**src/rtl/muldiv_unit.sv**
```systemverilog
`default_nettype none
// ============================================================================
// Module   : muldiv_unit
// Purpose  : Iterative RV32M multiply/divide unit for the execute stage.
//            Multiplies with a radix-2 shift-add into a 2*WIDTH accumulator.
//            Divides with radix-2 restoring subtract-shift. One step per
//            clock. The pipeline is stalled through o_busy_EX while an
//            operation is in flight. The result is held until the next
//            operation completes.
// Revision : 1.0 - initial release
// ----------------------------------------------------------------------------
// Parameters
//   WIDTH        operand/result width (even, >= 8), default 32
// Ports
//   clk          in   1      core clock, rising edge
//   rst_n        in   1      asynchronous active-low reset
//   i_start_EX   in   1      launch op; sampled only in IDLE or DONE
//   i_op_EX      in   3      funct3: MUL,MULH,MULHSU,MULHU,DIV,DIVU,REM,REMU
//   i_rd1_EX     in   WIDTH  rs1 operand (dividend / multiplicand)
//   i_rd2_EX     in   WIDTH  rs2 operand (divisor / multiplier)
//   i_flush_EX   in   1      abort in-flight op; wins over a same-cycle start
//   o_busy_EX    out  1      high while an op is being calculated
//   o_valid_EX   out  1      one-cycle pulse, o_result_EX is valid
//   o_result_EX  out  WIDTH  result register
// Configuration
//   MULDIV_EARLY_OUT_EN  when defined, these starts go directly to DONE:
//                        divide by zero, signed divide overflow, and a
//                        multiply with a zero operand. For these starts,
//                        o_valid_EX rises one cycle after the start and
//                        o_busy_EX stays low.
// ============================================================================
module muldiv_unit #(
  parameter int WIDTH = 32
) (
  input  logic             clk,
  input  logic             rst_n,
  input  logic             i_start_EX,
  input  logic [2:0]       i_op_EX,
  input  logic [WIDTH-1:0] i_rd1_EX,
  input  logic [WIDTH-1:0] i_rd2_EX,
  input  logic             i_flush_EX,
  output logic             o_busy_EX,
  output logic             o_valid_EX,
  output logic [WIDTH-1:0] o_result_EX
);

  localparam int               CNT_W    = $clog2(WIDTH);
  localparam logic [CNT_W-1:0] CNT_LAST = CNT_W'(WIDTH - 1);
  localparam logic [CNT_W-1:0] CNT_ONE  = CNT_W'(1);
  localparam logic [WIDTH-1:0] ALL_ONES = {WIDTH{1'b1}};
  localparam logic [WIDTH-1:0] MIN_NEG  = {1'b1, {(WIDTH-1){1'b0}}};

  typedef enum logic [1:0] {
    S_IDLE = 2'd0,
    S_CALC = 2'd1,
    S_DONE = 2'd2
  } state_e;

  state_e               state_q, state_d;
  logic [CNT_W-1:0]     cnt_q, cnt_d;
  // Multiply: {partial product high, remaining multiplier bits}.
  // Divide  : {partial remainder, dividend bits shifting into quotient}.
  logic [2*WIDTH-1:0]   acc_q, acc_d;
  // Multiplicand magnitude (mul) or divisor magnitude (div).
  logic [WIDTH-1:0]     opb_q, opb_d;
  logic [2:0]           op_q, op_d;
  logic                 negres_q, negres_d;  // negate product / quotient
  logic                 negrem_q, negrem_d;  // negate remainder
  logic                 div0_q, div0_d;      // divisor was zero
  logic [WIDTH-1:0]     result_q, result_d;

  // --------------------------------------------------------------------------
  // Operand decode at launch
  // --------------------------------------------------------------------------
  logic             w_in_div;
  logic             w_in_s1, w_in_s2;
  logic             w_in_sa, w_in_sb;
  logic [WIDTH-1:0] w_in_mag1, w_in_mag2;

  always_comb begin
    w_in_div  = i_op_EX[2];
    // rs1 is signed for MULH, MULHSU, DIV and REM. rs2 is signed for
    // MULH, DIV and REM.
    w_in_s1   = (i_op_EX == 3'd1) || (i_op_EX == 3'd2) ||
                (i_op_EX == 3'd4) || (i_op_EX == 3'd6);
    w_in_s2   = (i_op_EX == 3'd1) || (i_op_EX == 3'd4) || (i_op_EX == 3'd6);
    w_in_sa   = w_in_s1 & i_rd1_EX[WIDTH-1];
    w_in_sb   = w_in_s2 & i_rd2_EX[WIDTH-1];
    // The magnitude of the most negative value wraps to itself. That value
    // is still correct when it is read as unsigned.
    w_in_mag1 = w_in_sa ? -i_rd1_EX : i_rd1_EX;
    w_in_mag2 = w_in_sb ? -i_rd2_EX : i_rd2_EX;
  end

  // --------------------------------------------------------------------------
  // Early-out detection (only with MULDIV_EARLY_OUT_EN)
  // --------------------------------------------------------------------------
  logic             w_early;
  logic [WIDTH-1:0] w_early_res;

  always_comb begin
    w_early     = 1'b0;
    w_early_res = '0;
`ifdef MULDIV_EARLY_OUT_EN
    if (w_in_div) begin
      if (i_rd2_EX == '0) begin
        w_early     = 1'b1;
        w_early_res = i_op_EX[1] ? i_rd1_EX : ALL_ONES;
      end else if (!i_op_EX[0] && (i_rd1_EX == MIN_NEG) &&
                   (i_rd2_EX == ALL_ONES)) begin
        w_early     = 1'b1;
        w_early_res = i_op_EX[1] ? '0 : MIN_NEG;
      end
    end else if ((i_rd1_EX == '0) || (i_rd2_EX == '0)) begin
      w_early     = 1'b1;
      w_early_res = '0;
    end
`endif
  end

  // --------------------------------------------------------------------------
  // One radix-2 iteration
  // --------------------------------------------------------------------------
  logic [WIDTH:0]       w_mul_sum;
  logic [2*WIDTH-1:0]   w_mul_next;
  logic [WIDTH:0]       w_div_shift;
  logic [WIDTH:0]       w_div_diff;
  logic [2*WIDTH-1:0]   w_div_next;
  logic [2*WIDTH-1:0]   w_step;

  always_comb begin
    // Shift-add: add the multiplicand into the high half when the current
    // multiplier LSB is set. Then shift the carry, sum and low half right by
    // one bit.
    w_mul_sum   = {1'b0, acc_q[2*WIDTH-1:WIDTH]} +
                  (acc_q[0] ? {1'b0, opb_q} : {(WIDTH+1){1'b0}});
    w_mul_next  = {w_mul_sum, acc_q[WIDTH-1:1]};

    // Restoring divide: shift the next dividend bit into the remainder and
    // try to subtract. The remainder stays below the divisor, so WIDTH+1
    // bits are enough for the trial value.
    w_div_shift = {acc_q[2*WIDTH-1:WIDTH], acc_q[WIDTH-1]};
    w_div_diff  = w_div_shift - {1'b0, opb_q};
    if (w_div_diff[WIDTH])
      w_div_next = {w_div_shift[WIDTH-1:0], acc_q[WIDTH-2:0], 1'b0};
    else
      w_div_next = {w_div_diff[WIDTH-1:0], acc_q[WIDTH-2:0], 1'b1};

    w_step = op_q[2] ? w_div_next : w_mul_next;
  end

  // --------------------------------------------------------------------------
  // Sign correction and result select, taken from the final iteration
  // --------------------------------------------------------------------------
  logic [2*WIDTH-1:0] w_prod;
  logic [WIDTH-1:0]   w_quo, w_rem;
  logic [WIDTH-1:0]   w_final;

  always_comb begin
    w_prod = negres_q ? -w_step : w_step;
    w_quo  = w_step[WIDTH-1:0];
    w_rem  = w_step[2*WIDTH-1:WIDTH];
    if (op_q[2]) begin
      if (op_q[1])
        // A zero divisor leaves |rs1| in the remainder. Applying the rs1
        // sign to it returns rs1, which is the required value.
        w_final = negrem_q ? -w_rem : w_rem;
      else
        w_final = div0_q ? ALL_ONES : (negres_q ? -w_quo : w_quo);
    end else begin
      w_final = (op_q[1:0] == 2'b00) ? w_prod[WIDTH-1:0]
                                     : w_prod[2*WIDTH-1:WIDTH];
    end
  end

  // --------------------------------------------------------------------------
  // FSM next state and datapath loads
  // --------------------------------------------------------------------------
  always_comb begin
    state_d  = state_q;
    cnt_d    = cnt_q;
    acc_d    = acc_q;
    opb_d    = opb_q;
    op_d     = op_q;
    negres_d = negres_q;
    negrem_d = negrem_q;
    div0_d   = div0_q;
    result_d = result_q;

    case (state_q)
      S_IDLE, S_DONE: begin
        if (i_start_EX && !i_flush_EX) begin
          if (w_early) begin
            state_d  = S_DONE;
            result_d = w_early_res;
          end else begin
            state_d  = S_CALC;
            cnt_d    = '0;
            op_d     = i_op_EX;
            negres_d = w_in_sa ^ w_in_sb;
            negrem_d = w_in_sa;
            div0_d   = (i_rd2_EX == '0);
            if (w_in_div) begin
              acc_d = {{WIDTH{1'b0}}, w_in_mag1};
              opb_d = w_in_mag2;
            end else begin
              acc_d = {{WIDTH{1'b0}}, w_in_mag2};
              opb_d = w_in_mag1;
            end
          end
        end else begin
          state_d = S_IDLE;
        end
      end

      S_CALC: begin
        if (i_flush_EX) begin
          state_d = S_IDLE;
        end else begin
          acc_d = w_step;
          if (cnt_q == CNT_LAST) begin
            state_d  = S_DONE;
            result_d = w_final;
          end else begin
            cnt_d = cnt_q + CNT_ONE;
          end
        end
      end

      default: state_d = S_IDLE;
    endcase
  end

  always_ff @(posedge clk or negedge rst_n) begin
    if (!rst_n) begin
      state_q  <= S_IDLE;
      cnt_q    <= '0;
      acc_q    <= '0;
      opb_q    <= '0;
      op_q     <= '0;
      negres_q <= 1'b0;
      negrem_q <= 1'b0;
      div0_q   <= 1'b0;
      result_q <= '0;
    end else begin
      state_q  <= state_d;
      cnt_q    <= cnt_d;
      acc_q    <= acc_d;
      opb_q    <= opb_d;
      op_q     <= op_d;
      negres_q <= negres_d;
      negrem_q <= negrem_d;
      div0_q   <= div0_d;
      result_q <= result_d;
    end
  end

  assign o_busy_EX   = (state_q == S_CALC);
  assign o_valid_EX  = (state_q == S_DONE);
  assign o_result_EX = result_q;

endmodule
`default_nettype wire

```
**config.mk**
```make
export PLATFORM = sky130hd
export DESIGN_NAME = muldiv_unit
export DESIGN_NICKNAME = d
export VERILOG_FILES = /design/src/rtl/muldiv_unit.sv
export SDC_FILE = /design/constraint.sdc
export NUM_CORES = 1
export LEC_CHECK = 0
export CORE_MARGIN = 1.5
export CORE_UTILIZATION = 50
export DETAILED_ROUTE_END_ITERATION = 8
export PLACE_DENSITY = 0.69
export SYNTH_ARGS = -nofsm -noshare
export SYNTH_HDL_FRONTEND = slang
export SYNTH_SLANG_ARGS = --single-unit
export TNS_END_PERCENT = 50
```
**constraint.sdc**
```tcl
create_clock -name clk -period 16.05 [get_ports clk]
set_input_delay 4.0125 -clock clk [delete_from_list [all_inputs] [get_ports clk]]
set_output_delay 4.0125 -clock clk [all_outputs]
set_load 0.02 [all_outputs]
```
Yosys cells after proc, flatten, opt, wreduce, memory -nomap -nowiden --
Cells that the tools add are included.
Cells by class: muxes and demuxes 25, divide/modulo/power cells 0, reductions and logical operators 16, add/sub/neg operators 8, bitwise operators 4, multipliers 0, shift operators 0, order comparisons 0, equality and inequality tests 11
Operators with widths (count):
- $mux W32 | 11
- $mux W64 | 5
- $neg A32 Y32 | 4
- $pmux W64 S2 | 1
- $neg A64 Y64 | 1
- $add A32 B32 Y33 | 1
- $sub A33 B32 Y33 | 1
- $logic_not A32 Y1 | 1
- $mux W5 | 3
- $pmux W5 S2 | 1
- $eq A3 B3 Y1 const B | 2
- $ne A2 B2 Y1 const B | 3
- $reduce_and A3 Y1 | 2
- $add A5 B1 Y5 const B | 1
- $eq A5 B5 Y1 const B | 1
- $logic_or A1 B1 Y1 | 5
- $logic_not A2 Y1 | 2
- $mux W2 | 2
- $pmux W2 S2 | 1
- $reduce_and A4 Y1 | 1
- $eq A3 B1 Y1 const B | 1
- $eq A3 B2 Y1 const B | 1
- $ne A3 B2 Y1 const B | 1
- $and A1 B1 Y1 | 2
- 10 further kinds | 10
Word-level totals: word-level logic and storage cells 73, memory bits (read-only) 0, bits in registers 141, bits in latches 0, bits of input ports 71, memories 0, RAM bits 0

Logic depth before layout (Yosys ltp) --
word-level depth 9, gate-level depth with buffers 24

Least setup slack after synthesis --
Ideal clock, no wire load.
path type input-to-reg, from in i_rd1_EX[5], to reg acc_q[29], setup slack 9.489 ns, stages on the path 11, arrival 6.484 ns, buffers on the path 0, data required time 15.973 ns, path through nor4_1 -> nand3_1 -> or3_1 -> or2_2 -> nor4_1 -> and3b_1 -> a21oi_1 -> xnor2_1 -> a211oi_1 -> a21oi_1 -> a21oi_1
Between the ends: longest elaborated chain between the ends 5
RTL lines:
- from (decl) | line 39 | input logic [WIDTH-1:0] i_rd1_EX,
- $neg A32 Y32 | line 91 | w_in_mag1 = w_in_sa ? -i_rd1_EX : i_rd1_EX;
- $mux W32 | line 91
- $mux W32 | line 203 | if (w_in_div) begin
- $mux W64 | line 192 | if (i_start_EX && !i_flush_EX) begin
- $pmux W64 S2 | line 190 | case (state_q)
- to (signal assigned) | line 238 | acc_q <= '0;
- to (signal assigned) | line 248 | acc_q <= acc_d;
- to (decl) | line 63 | logic [2*WIDTH-1:0] acc_q, acc_d;
Every way passes these cells. The select of a mux whose other input is x is not followed. A chain may end at the register's enable or synchronous reset.

Worst setup path after layout --
from in i_rd1_EX[3], to reg acc_q[31]
The elaborated chain is that of the path after synthesis.

==> run metrics <==
unrepaired setup endpoints after global routing false; CTS tree done; Final Cell Area 17800 um2; layout cells sized above 1 0.0584; worst-path cell chain clkdlybuf4s50_1 > nor4_1 > nand3_1 > or3_1 > or2_2 > nor4_1 > and3b_1 > nand3b_1 > a21boi_0 > mux2i_1 > nand2_1 > nand3_1 > o21ai_0; final net count 2323; die height 182 um; syn nets 2306; ys async rst share 1.00; Port Buffers 104; Setup CP Type input pin to register; Post-synth EDFFs 0; MaxCap Viol Count 0; drt first-iter violations 1984; Root Driver clkbuf_16; Initial Utilization 0.507; Via density 6.52; core area 31500 um2; period utilization 0.447; Ys Warns 0; Mapped Cells 2163; Peak VDD IR 0.0000921 V; worst slack at placement 8.46 ns; Area Growth Syn to Fin 11.3%; Max FO, Critical Path 4; routability cong. 0.997; TritonCTS buffer count 17; critical path arrival 7.53 ns; top-level port count 105; setup bufs post-CTS 0; Hold WC Path Type register to register; Clk Latency, worst-skew pair 0.47 ns; post-place instance area 17100 um2; Max Freq 0.139 GHz; detailed-route via count 16934; DRT Pass-1 Iters 6; WHS 0.473 ns; Final Slew Violations 0; Synth Register Bits 141; initial antenna violation count 2; Total Routing Usage GR 0.368; fin crit period 7.18 ns; vias in the first global route 15938; CP Launch Type input pin; final setup margin 8.87 ns; Post-synth top flop dfrtp_1; Final setup viols 0; DRC 0; mean routed wirelength per cell 23.3 um; Final Hold Fails 0; Slew HR 0.152; largest net degree at the start of global routing 81; Setup TNS 0 ns; Leak 7.26 nW; first-pass GRT wire length 93.4 mm; number of core rows 65; crit-path max cell delay 0.58 ns; post-route ant nets 0; sequential area share after synthesis 0.221; Die Area 33000 um2; count of hold-fix buffers inserted at cts 0; H-Tree Depth 4; WP data required 16.40 ns; Die X 182 um; Crit. End Element register; Pwr Density 192 nW/um2; GR Overflow Total 0; Worst Clk Skew 0.0156 ns; status finished, final reports clean; post-cts gate resize count 0; Mapped Area 16000 um2; clk sinks 141; Worst Max-Slew Pin Slew 1.27 ns; Critical Path Slowest Stage Cell nor4_1; Post-DP HPWL 46.2 mm; clock buffer depth 2; Reg clk slew, reported paths 0.07 ns; synth unique cells 101; Synth Area per Inst 7.38 um2; final WL 60.4 mm
## layout by cell type, fill, tap and decap left out, drive strengths merged, types with 54 or more instances in the layout
master and n:
a21oi 211, nor2 225, nand2 242, ha 70, inv 73, xor2 83, dfrtp 141, clkdlybuf4s50 102
o21ai 199, xnor2 101, mux2i 54, nor3 55
## state kept, by name, summed over array words and instances, names as in the netlist
name / count
acc_q: 64
negrem_q: 1
negres_q: 1
opb_q: 32
o_result_EX: 32
div0_q: 1
state_q: 2
op_q: 3
cnt_q: 5
## worst paths after layout
path / from / to / slack (ns) / cells after the start
max: i_rd1_EX[3] / acc_q[31] / 8.87 / 13
min: o_result_EX[6] / o_result_EX[6] / 0.47 / 2
max reg2reg: acc_q[31] / o_result_EX[24] / 9.00 / 23
min reg2reg: o_result_EX[6] / o_result_EX[6] / 0.47 / 2
max in group asynchronous: rst_n / acc_q[28] / 11.13 / 2
min in group asynchronous: rst_n / o_result_EX[26] / 3.58 / 1
## layout make-up
class	count	area (um2)
antenna	1	2.50
clock buffer	17	425
clock inverter	15	186
fill	3049	13700
inverter	71	267
multi-input combinational	1821	11600
sequential	141	3530
tap	402	503
timing repair buffer	128	1220
## synth_stat cells, types with 38 or more instances
cell	count	area, um2
nand2_1	241	905
nor2_1	224	841
a21oi_1	207	1040
o21ai_0	187	936
dfrtp_1	141	3530
xnor2_1	101	885
clkbuf_1	87	327
xor2_1	83	727
ha_1	70	876
inv_1	68	255
mux2i_1	54	541
nor3_1	50	250
and2_1	48	300
nand3_1	38	190
## cells by family (layout without fill, tap and decap cells)
| group | after synthesis | in the layout | synth area share |
|---|---|---|---|
| other cells | 0 | 1 | 0 |
| simple gates | 768 | 768 | 0.231 |
| mux | 64 | 64 | 0.0416 |
| buf+inv | 201 | 231 | 0.0514 |
| flops | 141 | 141 | 0.221 |
| compound gates | 733 | 733 | 0.296 |
| xor+xnor | 184 | 184 | 0.101 |
| fa+ha+maj | 72 | 72 | 0.0574 |
## worst max-delay path, delay by kind of cell
kind | cells | cell delay (ns)
mux | 1 | 0.12
compound gates | 2 | 0.41
buf+inv | 1 | 0.47
simple gates | 9 | 2.51
## through the flow
stage,std cells,power (mW),utilization
after floorplan,2163,2.20,-
after global placement,2563,2.86,0.545
after detailed placement,2563,2.89,0.545
after CTS,2595,3.33,0.564
after global routing,2595,3.61,0.564
final,2596,3.41,0.564
## routing by layer
metal / GRT usage / share of wire / vias up
met4: 0.197 / 0.056 / 2
met3: 0.0586 / 0.084 / 165
li1: - / - / 7919
met5: 0 / 0.00018 / -
met2: 0.578 / 0.44 / 837
met1: 0.488 / 0.42 / 8011
## where the power goes
part / switching, mW / total [mW] / internal (mW) / leakage, nW
clock network: 0.187 / 0.435 / 0.247 / 0.298
logic: 1.57 / 2.39 / 0.822 / 5.16
registers: 0.154 / 0.592 / 0.438 / 1.79
Note: power is estimated with default switching activity, not from simulation.
